--- config.mk ---
export PLATFORM = sky130hd
export DESIGN_NAME = uart_rx
export DESIGN_NICKNAME = d
export VERILOG_FILES = /design/src/rtl/uart_rx.sv
export SDC_FILE = /design/constraint.sdc
export NUM_CORES = 1
export LEC_CHECK = 0
export ABC_AREA = 1
export CORE_UTILIZATION = 30
export CTS_BUF_LIST = sky130_fd_sc_hd__clkbuf_8
export CTS_CLUSTER_SIZE = 30
export DETAILED_ROUTE_END_ITERATION = 12
export RECOVER_POWER = 25
export SLEW_MARGIN = 20
export SYNTH_ARGS = -nofsm -noshare
export SYNTH_HDL_FRONTEND = slang
export SYNTH_SLANG_ARGS = --single-unit
--- constraint.sdc ---
create_clock -name clk_i -period 4.4 [get_ports clk_i]
set_clock_uncertainty 0.2 [all_clocks]
set_input_delay 0.88 -clock clk_i [delete_from_list [all_inputs] [get_ports clk_i]]
set_output_delay 0.88 -clock clk_i [all_outputs]
set_load 0.02 [all_outputs]
--- src/rtl/uart_rx.sv ---
// 8N1 UART receiver: two-flop synchronized input, mid-bit sampling, break detection.
// All outputs come straight from registers so rx never reaches an output combinationally.
module uart_rx #(
    parameter int CLKS_PER_BIT = 625
) (
    input  logic       clk_i,
    input  logic       reset_i,
    input  logic       rx_i,
    output logic [7:0] data_o,
    output logic       valid_o,
    output logic       frame_err_o,
    output logic       busy_o,
    output logic [2:0] state_o
);

    localparam int N  = CLKS_PER_BIT;
    localparam int H  = N / 2;
    localparam int CW = $clog2(N);
    localparam logic [CW-1:0] CNT_LAST = CW'(N - 1);
    localparam logic [CW-1:0] CNT_HALF = CW'(H - 1);

    typedef enum logic [2:0] {
        IDLE  = 3'd0,
        START = 3'd1,
        DATA  = 3'd2,
        STOP  = 3'd3,
        BREAK = 3'd4
    } state_e;

    state_e          state_q, state_d;
    logic [CW-1:0]   cnt_q, cnt_d;
    logic [2:0]      idx_q, idx_d;
    logic [7:0]      shift_q, shift_d;
    logic [7:0]      data_q, data_d;
    logic            valid_q, valid_d;
    logic            ferr_q, ferr_d;
    logic            s1_q, s2_q;

    // Synchronizer resets to the idle level so a reset never looks like a start edge.
    always_ff @(posedge clk_i) begin
        if (reset_i) begin
            s1_q    <= 1'b1;
            s2_q    <= 1'b1;
            state_q <= IDLE;
            cnt_q   <= '0;
            idx_q   <= '0;
            shift_q <= '0;
            data_q  <= '0;
            valid_q <= 1'b0;
            ferr_q  <= 1'b0;
        end else begin
            s1_q    <= rx_i;
            s2_q    <= s1_q;
            state_q <= state_d;
            cnt_q   <= cnt_d;
            idx_q   <= idx_d;
            shift_q <= shift_d;
            data_q  <= data_d;
            valid_q <= valid_d;
            ferr_q  <= ferr_d;
        end
    end

    always_comb begin
        state_d = state_q;
        cnt_d   = cnt_q;
        idx_d   = idx_q;
        shift_d = shift_q;
        data_d  = data_q;
        valid_d = 1'b0;
        ferr_d  = 1'b0;

        case (state_q)
            IDLE: begin
                if (!s2_q) begin
                    state_d = START;
                    cnt_d   = '0;
                end
            end
            // Re-check the line half a bit in, so short glitches are dropped silently.
            START: begin
                if (cnt_q == CNT_HALF) begin
                    cnt_d   = '0;
                    idx_d   = '0;
                    state_d = s2_q ? IDLE : DATA;
                end else begin
                    cnt_d = cnt_q + CW'(1);
                end
            end
            DATA: begin
                if (cnt_q == CNT_LAST) begin
                    cnt_d          = '0;
                    shift_d[idx_q] = s2_q;
                    idx_d          = idx_q + 3'd1;
                    if (idx_q == 3'd7) begin
                        state_d = STOP;
                    end
                end else begin
                    cnt_d = cnt_q + CW'(1);
                end
            end
            STOP: begin
                if (cnt_q == CNT_LAST) begin
                    cnt_d = '0;
                    if (s2_q) begin
                        data_d  = shift_q;
                        valid_d = 1'b1;
                        state_d = IDLE;
                    end else begin
                        ferr_d  = 1'b1;
                        state_d = BREAK;
                    end
                end else begin
                    cnt_d = cnt_q + CW'(1);
                end
            end
            // A held-low line must go high before another frame can begin.
            BREAK: begin
                cnt_d = '0;
                if (s2_q) begin
                    state_d = IDLE;
                end
            end
            default: begin
                state_d = IDLE;
                cnt_d   = '0;
            end
        endcase
    end

    assign data_o      = data_q;
    assign valid_o     = valid_q;
    assign frame_err_o = ferr_q;
    assign busy_o      = (state_q != IDLE);
    assign state_o     = state_q;

endmodule

# ---- Yosys cells after proc, flatten, opt, wreduce, memory -nomap -nowiden
# Cells that the tools add are included.
dict set report totals {
  register_bits 36
  word_cells 59
  out_inout_bits 14
}
dict set report classes {
  n_mux 21
  n_bitwise 2
  magnitude_cmp 2
  reduce_logical 10
  n_eq_ne 13
  add_sub_neg 2
}
# cell n
set op_table {}
lappend op_table {{$mux 10} 3}
lappend op_table {{$pmux 10 s3} 1}
lappend op_table {{$mux 3} 9}
lappend op_table {{$pmux 3 s5} 1}
lappend op_table {{$ne 2x2->1 const B} 6}
lappend op_table {{$add 10x1->10 const B} 1}
lappend op_table {{$eq 10x10->1 const B} 1}
lappend op_table {{$eq 10x9->1 const B} 1}
lappend op_table {{$bwmux 8} 1}
lappend op_table {{$eq 3x2->1 const B} 2}
lappend op_table {{$eq 3x3->1 const B} 2}
lappend op_table {{$pmux 3 s2} 1}
lappend op_table {{$reduce_and 3->1} 2}
lappend op_table {{$reduce_and 6->1} 1}
lappend op_table {{$lt 3x4->1 const B} 1}
lappend op_table {{$add 3x1->3 const B} 1}
lappend op_table {{$demux 1 s3} 1}
lappend op_table {{$eq 3x1->1 const B} 1}
lappend op_table {{$ge 3x1->1 const B} 1}
lappend op_table {{$logic_not 3->1} 1}
lappend op_table {{$mux 1} 3}
lappend op_table {{$reduce_bool 3->1} 1}
lappend op_table {{$reduce_or 3->1} 1}
lappend op_table {{$mux 2} 1}
lappend op_table {{other kinds (5)} 6}

# ---- Logic depth before layout (Yosys ltp)
# Gate-level depths: netlist of run 1.
dict set report logic_depth {
  ltp_word 5
  mapped_depth 10
  depth_no_buf 10
}

# ---- Worst setup path after synthesis of run 1
# OpenSTA, ideal clock, no wires.
dict set report synth_path {
  path_kind {register to output}
  start {reg state_q[2], in the netlist state_o[2]}
  end {out busy_o}
  n_path_buf 0
  path_stages_with_launch 3
  slack_ns 2.517
  arrival_ns 0.803
  required_time_ns 3.320
  cell_sequence {dfxtp_1 inv_1 nand2_1}
}
dict set report synth_between {
  elab_chain_cells 1
}
# element line_no
set synth_lines {}
lappend synth_lines {{from (decl)} 30} ;# state_e state_q, state_d;
lappend synth_lines {{from (signal assigned)} 54} ;# state_q <= state_d;
lappend synth_lines {{$reduce_bool 3->1} 134} ;# assign busy_o = (state_q != IDLE);
lappend synth_lines {{to (decl)} 12} ;# output logic busy_o,
# No other way between the ends.

# ---- Worst setup path after layout of run 1
dict set report layout_path {
  start {reg state_q[1], in the netlist state_o[1]}
  end {out busy_o}
}
# Same word-level chain as after synthesis.

==> impl_metrics.yaml, run 1 <==
outcome:
  outcome: "finished, final reports clean"
setup_path:
  crit_type: "flip-flop to output pin"
  path_max_fanout: 6
  reg2reg_from: "s2_q"
  crit_chain: "nor2_2 -> nand2_1 -> clkdlybuf4s50_1"
  cp_slowest_cell: "clkdlybuf4s50_1"
  cp_slowest_stage_delay_ps: 590
  rrSetupSlack_ps: 2480
  worstPathArrival_ps: 1540
  crit_path_start_kind: "flip-flop"
  critPathLaunch: "state_o[1]"
  rr_worst_depth: 4
  worst_ep_required_time_ps: 3320
  endpoint_kind: "output pin"
  r2r_end: "cnt_q[0]"
drt:
  vias: 1640
  wl_per_cell_um: 10.7
  wirelength_um: 3750
  firstDrtPassIters: 4
  drc_errors: 0
  viasPerCell: 4.70
  drtAntennaViolNets: 0
  drtIter0Drc: 96
clocking:
  cts_root_buf: "clkbuf_8"
  clk_pin_slew_ps: 80
  h-tree-depth: 2
  clock_latency_ps: 280
  cts.path.max_buffers: 2
  post_cts_buffers: 0
  ctsResizeCount: 0
  clock_sinks: 36
  numCtsBuffers: 5
  tritoncts: "yes"
  postCtsHoldBufs: 0
synth:
  ys_seq_area_share_pct: 39.6
  synth_area_um2: 1820
  syn-instance-count: 254
  synth_fp_nets: 261
  syn_area_per_cell_um2: 7.17
  yosys_warnings: 0
  synth_seq_cells: 36
  ys_types: 26
sta:
  slew_headroom_pct: 63.4
  finalCriticalPeriod_ps: 2620
  rsz0062_at_grt: "false"
  finalSetupViolCount: 0
  max_freq_mhz: 382
  drv_slew: 0
  min_period_over_period_pct: 59.4
  final-hold-violation-count: 0
  fin_tns_setup_ps: 0
  tightest_slew_ps: 547
power:
  swShare_pct: 37.1
  p_leak_nw: 0.936
  p_int_mw: 0.619
  p_seq_share_pct: 38.1
  ir_drop_v: 0.000379
  clkPwrFrac_pct: 29.0
  p_switching_mw: 0.366
  p_comb_share_pct: 32.9
  power_density_nw_per_um2: 457
layout:
  diodes: 0
  utilization_pct: 36.6
  drive_gt1_share_pct: 11.3
  final_common_cell: "nor2_1"
  fin_nets: 280
  fillCellCount: 650
  synthToLayoutAreaGrowth_pct: 18.5
  most-common-layout-cells: "nor2_1, nand2_1, dfxtp_1"
hold_path:
  hold_start: "s1_q"
  min_to: "s2_q"
  hold_depth: 1
  hp-class: "flip-flop to flip-flop"
floorplan:
  die_area_um2: 6380
  ios: 17
  die_h_um: 79.9
  core_um2: 5890
  rows: 28
  start_util_pct: 30.9
  dieWidth_um: 79.9
grt:
  grt_overflow: 0
  grt_pass1_wl_um: 6440
  grt_pass1_vias: 1474
  grt_max_degree: 17
  antenna_found_initial: 0
  grt_util_all_layers_pct: 13.0
place:
  post-dp-hpwl_um: 2810
  portBuffers: 16
  gp_congestion: 0.826
run:
  maxCapViolCount: 0
area by class of cell:
class	instances	area, um2	area share [%]
clock buffers	5	68.8	3.19
clock inverters	3	42.5	1.97
inverters	26	97.6	4.52
multi-input cells	188	973	45.1
flip-flops and latches	36	721	33.4
well taps	75	93.8	4.35
repair buffers	16	160	7.42
stage by stage:
step	hold WS, ps	worst slack, ps	std cells	power [mW]	area [um2]
2_1_floorplan	189	2520	254	0.621	1820
5_1_grt	261	1650	349	1.05	2160
4_1_cts	226	1780	349	0.997	2160
3_5_place_dp	211	1580	341	0.707	2050
6_report	221	1780	349	0.985	2160
3_3_place_gp	207	1640	341	0.706	2050
worst max path at each step:
stage	end	slack, ps
CTS	busy_o	1780
global placement	cnt_q[9]	1640
global route	cnt_q[9]	1650
floorplan	busy_o	2520
finish	busy_o	1780
detailed placement	cnt_q[9]	1580
state kept, by name (all words and copies together), names as in the netlist:
signal,flops
cnt_q,10
data_o,8
frame_err_o,1
idx_q,3
s1_q,1
s2_q,1
shift_q,8
state_o,3
valid_o,1
critical path, delay by kind of cell, from the launching register on:
| kind | cells | cell delay, ps |
|---|---|---|
| buffers and inverters | 1 | 590 |
| DFF | 1 | 500 |
| and+or+nand+nor | 2 | 160 |
Yosys cell counts:
cell / number / area, um2
nor2_1: 52 / 195
nand2_1: 48 / 180
dfxtp_1: 36 / 721
inv_1: 22 / 82.6
nand3_1: 18 / 90.1
a21oi_1: 14 / 70.1
nand4_1: 10 / 62.6
o21ai_0: 10 / 50.1
nor3_1: 5 / 25.0
ha_1: 4 / 50.1
inv_2: 4 / 15.0
nand3_2: 4 / 40.0
nor2_2: 4 / 25.0
nand2_2: 3 / 18.8
o211ai_1: 3 / 22.5
xor2_1: 3 / 26.3
clkbuf_1: 2 / 7.51
nand2_4: 2 / 22.5
nor2_8: 2 / 40.0
or2_2: 2 / 12.5
a21o_1: 1 / 7.51
buf_4: 1 / 7.51
clkbuf_8: 1 / 13.8
nor3_2: 1 / 10.0
nor3_4: 1 / 16.3
xnor2_1: 1 / 8.76
logic make-up (layout without fill, tap and decap cells):
group | after synthesis | after routing | synth area share [%]
adders and majority gates | 4 | 4 | 2.75
DFF | 36 | 36 | 39.6
and+or+nand+nor | 152 | 152 | 40.5
xor gates and xnor gates | 4 | 4 | 1.92
AOI/OAI and AO/OA | 28 | 28 | 8.25
buffers and inverters | 30 | 50 | 6.94
power groups by stage:
stage	Clock, mW	Sequential (mW)	Combinational [mW]
floorplan	0	0.391	0.230
global route	0.313	0.380	0.361
CTS	0.296	0.374	0.327
detailed placement	0	0.382	0.325
global placement	0	0.382	0.323
finish	0.286	0.375	0.324
metal layers:
| metal | GRT usage, % | wire length, um |
|---|---|---|
| met1 | 15.6 | 1870 |
| met2 | 21.1 | 1640 |
| met3 | 3.09 | 132 |
| met4 | 6.96 | 100 |
| met5 | 0 | 0 |
Note: power is estimated with default switching activity, not from simulation.
==> inputs of run 2 (changes only) <==
clock period = 2.3 ns   (was 4.4 ns; I/O delays follow)
==> run 2 against run 1 <==
Compared with the run above:
- sequential power up 90%
- largest power group unchanged
- critical endpoint unchanged
- clock power up 100%
- cell count rose by 0.57%
- utilization fell by 0.26 points
==> impl_metrics.yaml, run 2 (synthesis results as in run 1) <==
power:
  ir_drop_v: 0.000647
  p_leak_nw: 0.909
  power_density_nw_per_um2: 878
layout:
  top_register: "cnt_q"
  synthToLayoutAreaGrowth_pct: 17.7
  drive_gt1_share_pct: 11.2
  final_common_cell: "nor2_1"
  diodes: 0
  fin_nets: 282
  largest_reg_flops: 10
  utilization_pct: 36.4
  fillCellCount: 605
  most-common-layout-cells: "nor2_1, nand2_1, dfxtp_1"
clocking:
  numCtsBuffers: 5
  post_cts_buffers: 0
  tritoncts: "yes"
  postCtsHoldBufs: 0
  ctsResizeCount: 0
  cts_root_buf: "clkbuf_8"
  clock_latency_ps: 300
  clk_pin_slew_ps: 70
  clock_sinks: 36
  cts.path.max_buffers: 2
  h-tree-depth: 2
sta:
  finalSetupViolCount: 0
  drv_slew: 0
  max_freq_mhz: 457
  rsz0062_at_grt: "false"
  finalCriticalPeriod_ps: 2190
  final-hold-violation-count: 0
  min_period_over_period_pct: 95.1
  fin_tns_setup_ps: 0
  slew_headroom_pct: 58.3
  tightest_slew_ps: 626
setup_path:
  rr_worst_depth: 10
  path_max_fanout: 5
  endpoint: "busy_o"
  reg2reg_from: "cnt_q[0]"
  r2r_end: "shift_q[7]"
  worst_ep_required_time_ps: 1640
  critPathLaunch: "state_o[2]"
  worstPathArrival_ps: 1530
  crit_path_start_kind: "flip-flop"
  endpoint_kind: "output pin"
  rrSetupSlack_ps: 260
  crit_type: "flip-flop to output pin"
floorplan:
  core_um2: 5890
  dieWidth_um: 79.9
  rows: 28
  ios: 17
  die_h_um: 79.9
  die_area_um2: 6380
  start_util_pct: 30.9
drt:
  wl_per_cell_um: 11.3
  drtAntennaViolNets: 0
  drtIter0Drc: 102
  vias: 1618
  drc_errors: 0
  viasPerCell: 4.61
  firstDrtPassIters: 4
  wirelength_um: 3950
grt:
  grt_max_degree: 17
  grt_pass1_vias: 1493
  grt_util_all_layers_pct: 14.1
  grt_overflow: 0
  antenna_found_initial: 0
  grt_pass1_wl_um: 6840
run:
  maxCapViolCount: 0
place:
  gp_congestion: 0.834
  portBuffers: 16
  post-dp-hpwl_um: 2800
outcome:
  outcome: "finished, final reports clean"
hold_path:
  hp-class: "flip-flop to flip-flop"
==> run 2: cell count changes in the layout (fill, tap and decap cells not counted) <==
cell and change:
nor2_8 -2, buf_4 +1, clkbuf_1 +1, clkinv_2 -1, inv_6 +1, nor2_1 +1, nor2_2 +1
==> run 2: layout make-up <==
type / instances / area, um2 / share of cell area, %
inverters: 26 / 97.6 / 4.56
repair buffers: 18 / 171 / 8.00
flip-flops and latches: 36 / 721 / 33.6
clock inverters: 3 / 46.3 / 2.16
clock buffers: 5 / 68.8 / 3.21
multi-input cells: 188 / 943 / 44.0
well taps: 75 / 93.8 / 4.38
==> run 2: power by group <==
group	switching [mW]	leakage, nW	internal, mW	total [mW]
sequential	0.0525	0.291	0.661	0.714
combinational	0.388	0.563	0.203	0.591
clock	0.249	0.0548	0.326	0.576
==> run 2: routing by layer <==
layer	vias up	GRT usage (%)	part of all wire [%]
met5	-	0	0
met4	0	6.79	1.9
met3	5	4.11	4.6
met2	33	21.6	44
met1	713	17.9	49
li1	867	-	-
==> run 2: per-stage QoR <==
stage	hold WS (ps)	setup WS [ps]	total power, mW	area (um2)	instances
2_1_floorplan	189	739	1.19	1820	254
3_3_place_gp	203	374	1.35	2060	343
4_1_cts	226	104	1.92	2180	351
6_report	221	114	1.88	2140	351
3_5_place_dp	209	363	1.35	2060	343
5_1_grt	235	27.3	2.01	2140	351
==> run 2: critical path, stage by stage, from the launching register on <==
cell	delay, ps
dfxtp_1	430
inv_1	130
nand2_1	80
clkdlybuf4s50_1	590
==> run 2: how the worst min path moves through the flow <==
stage               start  endpoint  depth (start not counted)
detailed placement   s1_q      s2_q                          1
finish               s1_q      s2_q                          1
global placement     s1_q      s2_q                          1
global route         s1_q      s2_q                          1
CTS                  s1_q      s2_q                          1
floorplan            s1_q      s2_q                          1
==> inputs of run 3 (changes only) <==
ABC_AREA = unset   (was 1)
==> run 3 against run 2 <==
Compared with the run above:
- area after synthesis decreased by 6.1%
- combinational power decreased by 92%
- routed wire length decreased by 9.9%
- largest cell class unchanged
- hold slack got worse by 12 ps
- non-clock buffer count increased by 10
- register-to-register slack got worse by 150 ps
- sequential share of layout area increased by 0.90 points
- maximum frequency decreased by 1.4%
- synthesized cell count decreased by 23%
==> impl_metrics.yaml, run 3 <==
synth:
  syn-instance-count: 196
  ys_types: 39
  synth-compound-area-share_pct: 14.3
  synth_seq_cells: 36
  synth_area_um2: 1710
  ys_seq_area_share_pct: 42.2
  syn_area_per_cell_um2: 8.72
  synth_top_family_by_area: "simple AND/OR/NAND/NOR gates"
  synth_edf_count: 0
  synthArstFlopShare_pct: 0
  synth_ff_type: "dfxtp_1"
  synth_common_cells: "dfxtp_1, nand2_1, nor2_1"
  yosys.area_share.xor_xnor_pct: 0.512
  yosysTopAreaCell: "dfxtp_1"
  synth.mux.area_fraction_pct: 5.86
  synth.top_cells.by_area: "dfxtp_1, mux2i_1, or3_1"
  synth_simple_gate_area_share_pct: 30.4
  synth_fp_nets: 203
  synth_top_area_share_pct: 42.2
  synth_adder_area_share_pct: 2.93
  yosys_warnings: 0
  yosysMostFrequentCell: "dfxtp_1"
drt:
  drtAntennaViolNets: 0
  wl_met3_um: 150
  drc_errors: 0
  firstDrtPassIters: 4
  wl_per_cell_um: 12.2
  vias: 1469
  viasPerCell: 5.03
  met2_length_um: 1570
  wirelength_um: 3560
  maxUsedRoutingLayer: "met4"
  drtIter0Drc: 74
  met1_length_um: 1780
setup_path:
  rrSetupSlack_ps: 110
  cp_slowest_cell: "clkdlybuf4s50_1"
  worst_ep_required_time_ps: 1640
  rr_worst_depth: 7
  cp.buffers_inverters: 2
  crit_chain: "buf_4 -> clkdlybuf4s50_1"
  worstPathArrival_ps: 1560
  reg2reg_from: "cnt_q[0]"
  endpoint_kind: "output pin"
  cp_slowest_stage_delay_ps: 610
  cp_num_cells: 2
  crit_type: "flip-flop to output pin"
  critPathLaunch: "state_o[2]"
  r2r_end: "cnt_q[8]"
  path_max_fanout: 8
  endpoint: "state_o[2]"
  crit_path_start_kind: "flip-flop"
  cp_top_family: "buffers and inverters"
layout:
  largest_reg_flops: 10
  drive_gt1_share_pct: 12.7
  most-common-layout-cells: "dfxtp_1, nand2_1, nor2_1"
  diodes: 0
  top_register: "cnt_q"
  fin_nets: 226
  synthToLayoutAreaGrowth_pct: 23.4
  final_common_cell: "dfxtp_1"
grt:
  grt_pass1_vias: 1303
  grt_pass1_wl_um: 5970
  antenna_found_initial: 0
  grt_overflow: 0
  grt_util_all_layers_pct: 12.4
  grt_max_degree: 15
sta:
  rsz0062_at_grt: "false"
  fin_tns_setup_ps: 0
  finalSetupViolCount: 0
  max_freq_mhz: 451
  finalCriticalPeriod_ps: 2220
  tightest_slew_ps: 445
  min_period_over_period_pct: 96.4
  slew_headroom_pct: 70.3
  drv_slew: 0
  final-hold-violation-count: 0
floorplan:
  die_h_um: 77.5
  die_area_um2: 6000
  start_util_pct: 31.0
  dieWidth_um: 77.5
  core_um2: 5510
  ios: 17
  rows: 27
clocking:
  h-tree-depth: 2
  tritoncts: "yes"
  numCtsBuffers: 5
  cts.path.max_buffers: 2
  clock_latency_ps: 290
  clk_pin_slew_ps: 70
  cts_root_buf: "clkbuf_8"
  clock_sinks: 36
hold_path:
  hp-class: "flip-flop to flip-flop"
outcome:
  outcome: "finished, final reports clean"
run:
  maxCapViolCount: 0
place:
  gp_congestion: 0.853
  post-dp-hpwl_um: 2540
  portBuffers: 16
power:
  p_leak_nw: 0.717
  totalPowerFinal_mw: 1.22
  power_density_nw_per_um2: 578
  ir_drop_v: 0.000308
## run 3: layer usage
metal,GRT usage [%],vias to the layer above
met4,5.09,0
met3,3.29,5
met1,16.2,675
met5,0,-
li1,-,755
met2,19.2,34
## run 3: worst min path at each step
stage | start | endpoint | slack, ps | depth (start not counted)
after floorplan | s1_q | s2_q | 190 | 1
after global placement | s1_q | s2_q | 190 | 1
after detailed placement | s1_q | s2_q | 190 | 1
after CTS | s1_q | s2_q | 210 | 1
after global routing | s1_q | s2_q | 240 | 1
final | s1_q | s2_q | 210 | 1
## run 3: stage by stage
stage	utilization, %	cells	hold WS (ps)	instance area, um2	setup WS [ps]
3_3_place_gp	36.3	284	191	2000	101
3_5_place_dp	36.3	284	194	2000	22.8
6_report	38.3	292	210	2110	83.6
5_1_grt	38.3	292	239	2110	3.51
2_1_floorplan	-	196	189	1710	73.0
4_1_cts	38.2	292	212	2110	43.4
## run 3: layout make-up
cell class / instances / area (um2)
clock buffers: 5 / 68.8
clock inverters: 3 / 38.8
fillers: 572 / 3400
inverters: 4 / 15.0
multi-input cells: 144 / 922
flip-flops and latches: 36 / 728
well taps: 72 / 90.1
repair buffers: 28 / 245
## run 3: repair_timing
item,4_1_cts,5_1_grt
pin swaps,0,1
resized for setup,2,3
setup buffers,0,0
setup endpoints to repair,2,8
hold buffers,0,0
## run 3: cell families (layout without fill, tap and decap cells)
group / after synthesis / in the layout
AND/OR/NAND/NOR: 92 / 92
AO/OA/AOI/OAI: 37 / 37
flip-flops: 36 / 36
buffers and inverters: 16 / 40
multiplexers: 10 / 10
adder cells (fa/ha/maj): 4 / 4
XOR/XNOR: 1 / 1
## run 3: power by group
| group | leakage, nW | total (mW) | switching, mW | internal (mW) |
|---|---|---|---|---|
| clock network | 0.0593 | 0.539 | 0.222 | 0.317 |
| logic | 0.366 | 0.0502 | 0.0303 | 0.0199 |
| registers | 0.292 | 0.628 | 0.00391 | 0.625 |
| total | 0.717 | 1.22 | 0.256 | 0.962 |
